### src/rtl/pipe_in_arb.sv
// Purpose: round-robin arbiter and issue stage feeding the entry of a valid/allowin pipeline from N requesters.
// Latency: 1 cycle from a requester handshake to out_valid/out_data/out_id.
// Backpressure: req_allowin drops while the held slot is full and pipe_allowin is low; the slot refills in the cycle it drains.
// Build option: define PIPE_ARB_FIXED_PRIO_EN for fixed priority (lowest index wins, ptr held at 0).
module pipe_in_arb #(
    parameter int WIDTH = 100,
    parameter int N     = 4
) (
    input  logic                 clk,
    input  logic                 rst,
    input  logic [N-1:0]         req_valid,
    input  logic [N*WIDTH-1:0]   req_data,
    output logic [N-1:0]         req_allowin,
    input  logic                 flush,
    output logic                 out_valid,
    output logic [WIDTH-1:0]     out_data,
    output logic [$clog2(N)-1:0] out_id,
    input  logic                 pipe_allowin
);

    localparam int IDW = $clog2(N);

    logic [IDW-1:0]   ptr;
    logic             allowin_int;
    logic             accept_en;
    logic             grant_vld;
    logic [IDW-1:0]   grant_idx;
    logic [IDW-1:0]   scan_idx;
    logic [IDW-1:0]   next_ptr;
    logic             handshake;
    logic [WIDTH-1:0] lane [N];
    logic [WIDTH-1:0] grant_data;

    // The slot can take a new payload when it is empty or is being drained this cycle.
    assign allowin_int = !out_valid || pipe_allowin;
    assign accept_en   = allowin_int && !flush && !rst;
    assign handshake   = accept_en && grant_vld;

    // Split the packed payload bus into per-requester lanes.
    always_comb begin
        for (int i = 0; i < N; i++) begin
            lane[i] = req_data[i*WIDTH +: WIDTH];
        end
    end

    // Pick the first valid requester starting at the scan base and wrapping around.
    always_comb begin
        grant_vld = 1'b0;
        grant_idx = '0;
        scan_idx  = '0;
        for (int k = 0; k < N; k++) begin
`ifdef PIPE_ARB_FIXED_PRIO_EN
            scan_idx = IDW'(k);
`else
            scan_idx = IDW'((int'(ptr) + k) % N);
`endif
            if (!grant_vld && req_valid[scan_idx]) begin
                grant_vld = 1'b1;
                grant_idx = scan_idx;
            end
        end
    end

    // Payload of the winner and the pointer position just past it.
    always_comb begin
        grant_data = lane[grant_idx];
        next_ptr   = (grant_idx == IDW'(N - 1)) ? '0 : grant_idx + IDW'(1);
    end

    // One-hot acceptance to the winner, suppressed by stall, flush or reset.
    always_comb begin
        req_allowin = '0;
        if (handshake) begin
            req_allowin[grant_idx] = 1'b1;
        end
    end

    // Output slot and pointer: reset > flush > handshake > drain-to-empty > hold.
    always_ff @(posedge clk) begin
        if (rst) begin
            out_valid <= 1'b0;
            out_data  <= '0;
            out_id    <= '0;
            ptr       <= '0;
        end else if (flush) begin
            out_valid <= 1'b0;
        end else if (handshake) begin
            out_valid <= 1'b1;
            out_data  <= grant_data;
            out_id    <= grant_idx;
`ifdef PIPE_ARB_FIXED_PRIO_EN
            ptr       <= '0;
`else
            ptr       <= next_ptr;
`endif
        end else if (allowin_int) begin
            out_valid <= 1'b0;
        end
    end

endmodule

### config.mk
export PLATFORM = sky130hd
export DESIGN_NAME = pipe_in_arb
export DESIGN_NICKNAME = d
export VERILOG_FILES = /design/src/rtl/pipe_in_arb.sv
export SDC_FILE = /design/constraint.sdc
export NUM_CORES = 1
export LEC_CHECK = 0
export BUFFER_PORTS_ARGS = -buffer_cell sky130_fd_sc_hd__buf_4
export CAP_MARGIN = 40
export CORE_AREA = 2 2 198 200
export CTS_BUF_LIST = sky130_fd_sc_hd__clkbuf_4 sky130_fd_sc_hd__clkbuf_8
export CTS_CLUSTER_SIZE = 16
export DETAILED_ROUTE_END_ITERATION = 8
export DIE_AREA = 0 0 200 202
export GPL_TIMING_DRIVEN = 0
export PLACE_DENSITY = 0.52
export SETUP_SLACK_MARGIN = 0.4
export SYNTH_ARGS = -nofsm -noshare
export SYNTH_HDL_FRONTEND = slang
export SYNTH_SLANG_ARGS = --single-unit
### constraint.sdc
create_clock -name clk -period 4.4 [get_ports clk]
set_clock_uncertainty 0.2 [all_clocks]
set_input_delay 0.88 -clock clk [delete_from_list [all_inputs] [get_ports clk]]
set_output_delay 0.88 -clock clk [all_outputs]
set_load 0.1 [all_outputs]
Word-level counts from Yosys, hierarchy flattened
Cells that the tools add are included.
{"block": "word_totals", "regBits": 105, "inputBits": 408, "out_inout_bits": 107, "wordCells": 60}
{"block": "classes", "n_addsub": 4, "magnitude_cmp": 7, "n_eq_ne": 1, "mux": 25, "n_bitwise": 2, "reduce_logical": 17}
{"op": "binary-select mux 100 bit (select 2 bit)", "count": 1}
{"op": "two-way mux 100 bit", "count": 2}
{"op": "< comparator 2 x 3 -> 1 bit (second input constant)", "count": 5}
{"op": "two-way mux 1 bit", "count": 11}
{"op": "two-way mux 2 bit", "count": 5}
{"op": "binary-select mux 1 bit (select 2 bit)", "count": 4}
{"op": "logical AND 1 bit", "count": 7}
{"op": "zero test 1 bit", "count": 6}
{"op": "adder 2 x 1 -> 2 bit (second input constant)", "count": 2}
{"op": "adder 2 bit (second input constant)", "count": 2}
{"op": "two-way mux 4 bit", "count": 1}
{"op": ">= comparator 3 bit (second input constant)", "count": 1}
{"op": "NOT 2 -> 3 bit", "count": 1}
{"op": "demux 1 bit (select 2 bit)", "count": 1}
{"op": "== test 2 bit (second input constant)", "count": 1}
{"op": ">= comparator 2 x 1 -> 1 bit (second input constant)", "count": 1}
{"op": "AND reduction 2 bit", "count": 1}
{"op": "nonzero test 2 bit", "count": 1}
{"op": "OR reduction 2 bit", "count": 1}
{"op": "logical OR 1 bit", "count": 1}
{"op": "NOT 1 bit", "count": 1}

Logic depth before layout (Yosys ltp)
{"block": "logic_depth", "depth_word": 17, "depth_mapped": 10, "depth_no_buf": 7}

Worst setup path after synthesis
Ideal clock, no wire load.
{"block": "synth_timing", "path_type": "input to output", "start": "input port rst", "end": "output port req_allowin[1]", "t_arrival_ns": 3.307, "required_ns": 3.320, "slack_ns": 0.013, "stages": 6, "path_buffers": 3, "cell_sequence": "clkbuf_1 -> or4_1 -> buf_2 -> buf_6 -> a211o_1 -> nor2_1"}
{"block": "synth_via", "elab_chain_cells": 4}
{"element": "start, declared", "line_no": "10", "source": "input logic rst,"}
{"element": "zero test 1 bit", "line_no": "36", "source": "assign accept_en = allowin_int && !flush && !rst;"}
{"element": "logical AND 1 bit", "line_no": "36"}
{"element": "logical AND 1 bit", "line_no": "37", "source": "assign handshake = accept_en && grant_vld;"}
{"element": "two-way mux 4 bit", "line_no": "73", "source": "if (handshake) begin"}
{"element": "end, declared", "line_no": "13", "source": "output logic [N-1:0] req_allowin,"}
No other way between the ends.

Worst setup path in the final report
{"block": "layout_timing", "start": "input port req_valid[0]", "end": "output port req_allowin[3]"}
{"block": "layout_via", "elab_chain_cells": 17, "word_cells_on_any_way": 29, "classes_between": "order compare (2); mux (19); reduce/logical (8)"}
{"element": "start, declared", "line_no": "11", "source": "input logic [N-1:0] req_valid,"}
{"element": "binary-select mux 1 bit (select 2 bit)", "line_no": "57", "source": "if (!grant_vld && req_valid[scan_idx]) begin"}
{"element": "two-way mux 1 bit (implied by the code)", "line_no": "57"}
{"element": "two-way mux 1 bit", "line_no": "57"}
{"element": "zero test 1 bit", "line_no": "57"}
{"element": "logical AND 1 bit", "line_no": "57"}
{"element": "two-way mux 1 bit", "line_no": "57"}
{"element": "zero test 1 bit", "line_no": "57"}
{"element": "logical AND 1 bit", "line_no": "57"}
{"element": "two-way mux 1 bit", "line_no": "57"}
{"element": "zero test 1 bit", "line_no": "57"}
{"element": "logical AND 1 bit", "line_no": "57"}
{"element": "two-way mux 2 bit", "line_no": "57"}
{"element": "< comparator 2 x 3 -> 1 bit (implied by the code) or >= comparator 2 x 1 -> 1 bit (tied branches)", "line_no": "74", "source": "req_allowin[grant_idx] = 1'b1;"}
{"element": "logical AND 1 bit (implied by the code)", "line_no": "74"}
{"element": "two-way mux 1 bit (implied by the code)", "line_no": "74"}
{"element": "demux 1 bit (select 2 bit)", "line_no": "74"}
{"element": "two-way mux 4 bit (*)", "line_no": "73"}
Every way passes the cells marked *; elsewhere a longest branch is shown, timed or not. The select of a mux whose other input is x is not followed.

==> impl_results.md <==
* CP Capture Type: output port
* Largest net degree at the start of global routing at 18
* HP Class: reg2reg
* Slew @ Worst Pin at 0.840 ns
* CTS H-Tree Depth at 3
* Number of global-route vias before repair at 9453
* Die W at 200 um
* Clk sink count at 105
* Seq/Total Area, Yosys at 0.317
* Most common cell after layout, fill and taps aside: buf_4
* Met3 Usage GRT at 0.0491
* Critical path arrival at 2.96 ns
* Fillers at 4183
* Lkg Pwr at 5.25 nW
* Pint at 0.00179 W
* Final hold violations at 0
* Sw frac at 0.431
* Final WS setup at 0.355 ns
* Endpoints failing setup at 0
* Routed length per instance at 22.3 um
* #FFs+latches synth at 105
* Met2 Use GR at 0.356
* Cts bufs inserted at 9
* Nets@finish at 1804
* TritonCTS clock tree: done
* Relative slew margins at 0.440
* Commonest non-fill, non-tap cells in the layout: buf_4, a21oi_1, dfxtp_1
* I/O Buffers at 513
* Synth Area per Inst at 7.65 um2
* Initial antenna violation count at 0
* Aggregate routed wire length at 42.9 mm
* Psw at 0.00136 W
* Antenna diode count at 0
* Max-slew violations at 0
* Instance count of the mapped netlist at 866
* DIE AREA at 0.0404 mm2
* Latest clock arrival within the worst-skew pair at 0.44 ns
* TNS Setup at 0 ns
* Status: complete, no violations
* Worst-case clock buffer depth at 2
* Detail Route Antenna Nets at 0
* RSZ-0062 raised after global routing: yes
* Post-synthesis cell type count at 27
* Synth-to-Final Area Change at 72.5%
* CP Launch Type: input port
* Critical path class: in2out
* CP required at 3.32 ns
* Peak VDD IR at 0.129 mV
* DRC Markers at 0
* Post-Syn Area at 0.00662 mm2
* Top Ports at 515
* Clock power share at 0.226
* DRT iter0 DRCs at 433
* DR vias at 9318
* Achievable frequency at 247 MHz
* TritonRoute pass-1 iters at 5
* RD Place Congestion at 0.877
* CTS clock-pin slew for the worst setup and hold paths at 0.12 ns
* Starting Density at 0.173
* Crit Path Max Fanout at 10
* Post-DR vias/cell at 4.86
* Sequential Power Share at 0.336
* Die Span Y at 202 um
* Pwr Density at 275 mW/mm2
* Pre-CTS WS at -0.0697 ns
* Post-Syn Nets at 1275
* Layout cell share with drive strength beyond 1 at 0.406
* Congestion Overflow GR at 0
* First-pass GRT wire length at 60.5 mm
* Final min period at 4.04 ns
* Period utilization at 0.919
* Synth warn at 0
* Combinational share of power at 0.438
* Row Count at 72
* Max cap viols at 0
* Core Area at 0.0383 mm2
* Total Routing Usage GR at 0.204
* Post-DP HPWL at 33.4 mm
* CTS Root Buffer Type: clkbuf_8
* GRT busiest layer: met2
* M1 GR Usage at 0.238
state kept, by name (all words and copies together), names as in the netlist:
name       count
ptr            2
out_data     100
out_id         2
out_valid      1
metal layers:
layer,up-vias,wire length (um)
li1,4408,-
met1,4418,17100
met2,436,21300
met3,56,3190
met4,0,1290
met5,-,0
critical path, stage by stage:
cell	delay, ns
buf_4	0.13
nor2b_1	0.18
or4_1	0.51
clkbuf_4	0.25
buf_8	0.18
clkbuf_2	0.20
nand2_1	0.10
ha_1	0.16
and2_1	0.15
buf_6	0.23
cell usage after synthesis:
| cell | n | area (um2) |
|---|---|---|
| a211o_1 | 1 | 8.76 |
| a211oi_1 | 1 | 7.51 |
| a21o_1 | 100 | 751 |
| a21oi_1 | 107 | 536 |
| a21oi_2 | 1 | 8.76 |
| a221oi_1 | 100 | 876 |
| and2_1 | 1 | 6.26 |
| and3_1 | 100 | 626 |
| buf_1 | 12 | 45.0 |
| buf_2 | 16 | 80.1 |
| buf_4 | 5 | 37.5 |
| buf_6 | 4 | 45.0 |
| clkbuf_1 | 76 | 285 |
| dfxtp_1 | 105 | 2100 |
| ha_1 | 1 | 12.5 |
| inv_1 | 1 | 3.75 |
| nand2_1 | 6 | 22.5 |
| nand3_1 | 100 | 500 |
| nand3b_1 | 1 | 7.51 |
| nor2_1 | 5 | 18.8 |
| nor2b_1 | 7 | 43.8 |
| nor3_1 | 2 | 10.0 |
| nor4_1 | 5 | 31.3 |
| o211a_1 | 1 | 10.0 |
| o21ai_0 | 104 | 521 |
| or3_1 | 1 | 6.26 |
| or4_1 | 3 | 22.5 |
layout make-up:
cell class | count | area, um2 | area share
inverters | 1 | 3.75 | 0.000328
repair buffers | 518 | 3920 | 0.343
flip-flops and latches | 105 | 2100 | 0.184
multi-input cells | 647 | 4040 | 0.354
well taps | 518 | 648 | 0.0567
clock buffers | 11 | 145 | 0.0127
plain buffers | 113 | 504 | 0.0441
clock inverters | 5 | 63.8 | 0.00558
through the flow:
stage          power, W  std cells  utilization  instance area (um2)  hold slack, ns
6_report        0.00314       1918        0.298                11400           0.268
5_1_grt         0.00328       1918        0.298                11400           0.291
3_3_place_gp    0.00244       1897        0.291                11100           0.245
4_1_cts         0.00319       1918        0.298                11400           0.270
2_1_floorplan   0.00188        866            -                 6630           0.335
3_5_place_dp    0.00246       1902        0.292                11200           0.254
power groups by stage:
stage	combinational (W)	sequential, W	clock [W]
detailed placement	0.00138	0.00108	0
global placement	0.00137	0.00108	0
finish	0.00138	0.00106	0.000710
floorplan	0.000356	0.00152	0
global route	0.00146	0.00106	0.000766
CTS	0.00138	0.00106	0.000751
cell families (layout without fill, tap and decap cells):
family                   Yosys count  count (layout)  share of synthesized area
AO/OA/AOI/OAI                    415             415                      0.410
AND/OR/NAND/NOR                  231             231                      0.196
flip-flops                       105             105                      0.317
adder cells (fa/ha/maj)            1               1                    0.00189
buffers and inverters            114             648                     0.0750
path summary, 6_finish.rpt:
| path | startpoint | end | slack [ns] | cells past startpoint |
|---|---|---|---|---|
| hold reg to reg | out_id[1] | out_id[1] | 0.27 | 2 |
| setup / recovery | req_valid[0] | req_allowin[3] | 0.36 | 10 |
| setup reg to reg | ptr[0] | out_data[58] | 1.56 | 7 |
| hold / removal | out_id[1] | out_id[1] | 0.27 | 2 |
repair_timing:
| item | CTS | global route |
|---|---|---|
| resized for setup | 6 | 6 |
| setup endpoints to repair | 2 | 3 |
| hold buffers | 0 | 0 |
| endpoints found under the hold margin | 0 | 0 |
| buffers inserted | 0 | 0 |
No activity file was read; power rests on OpenSTA's default activity.
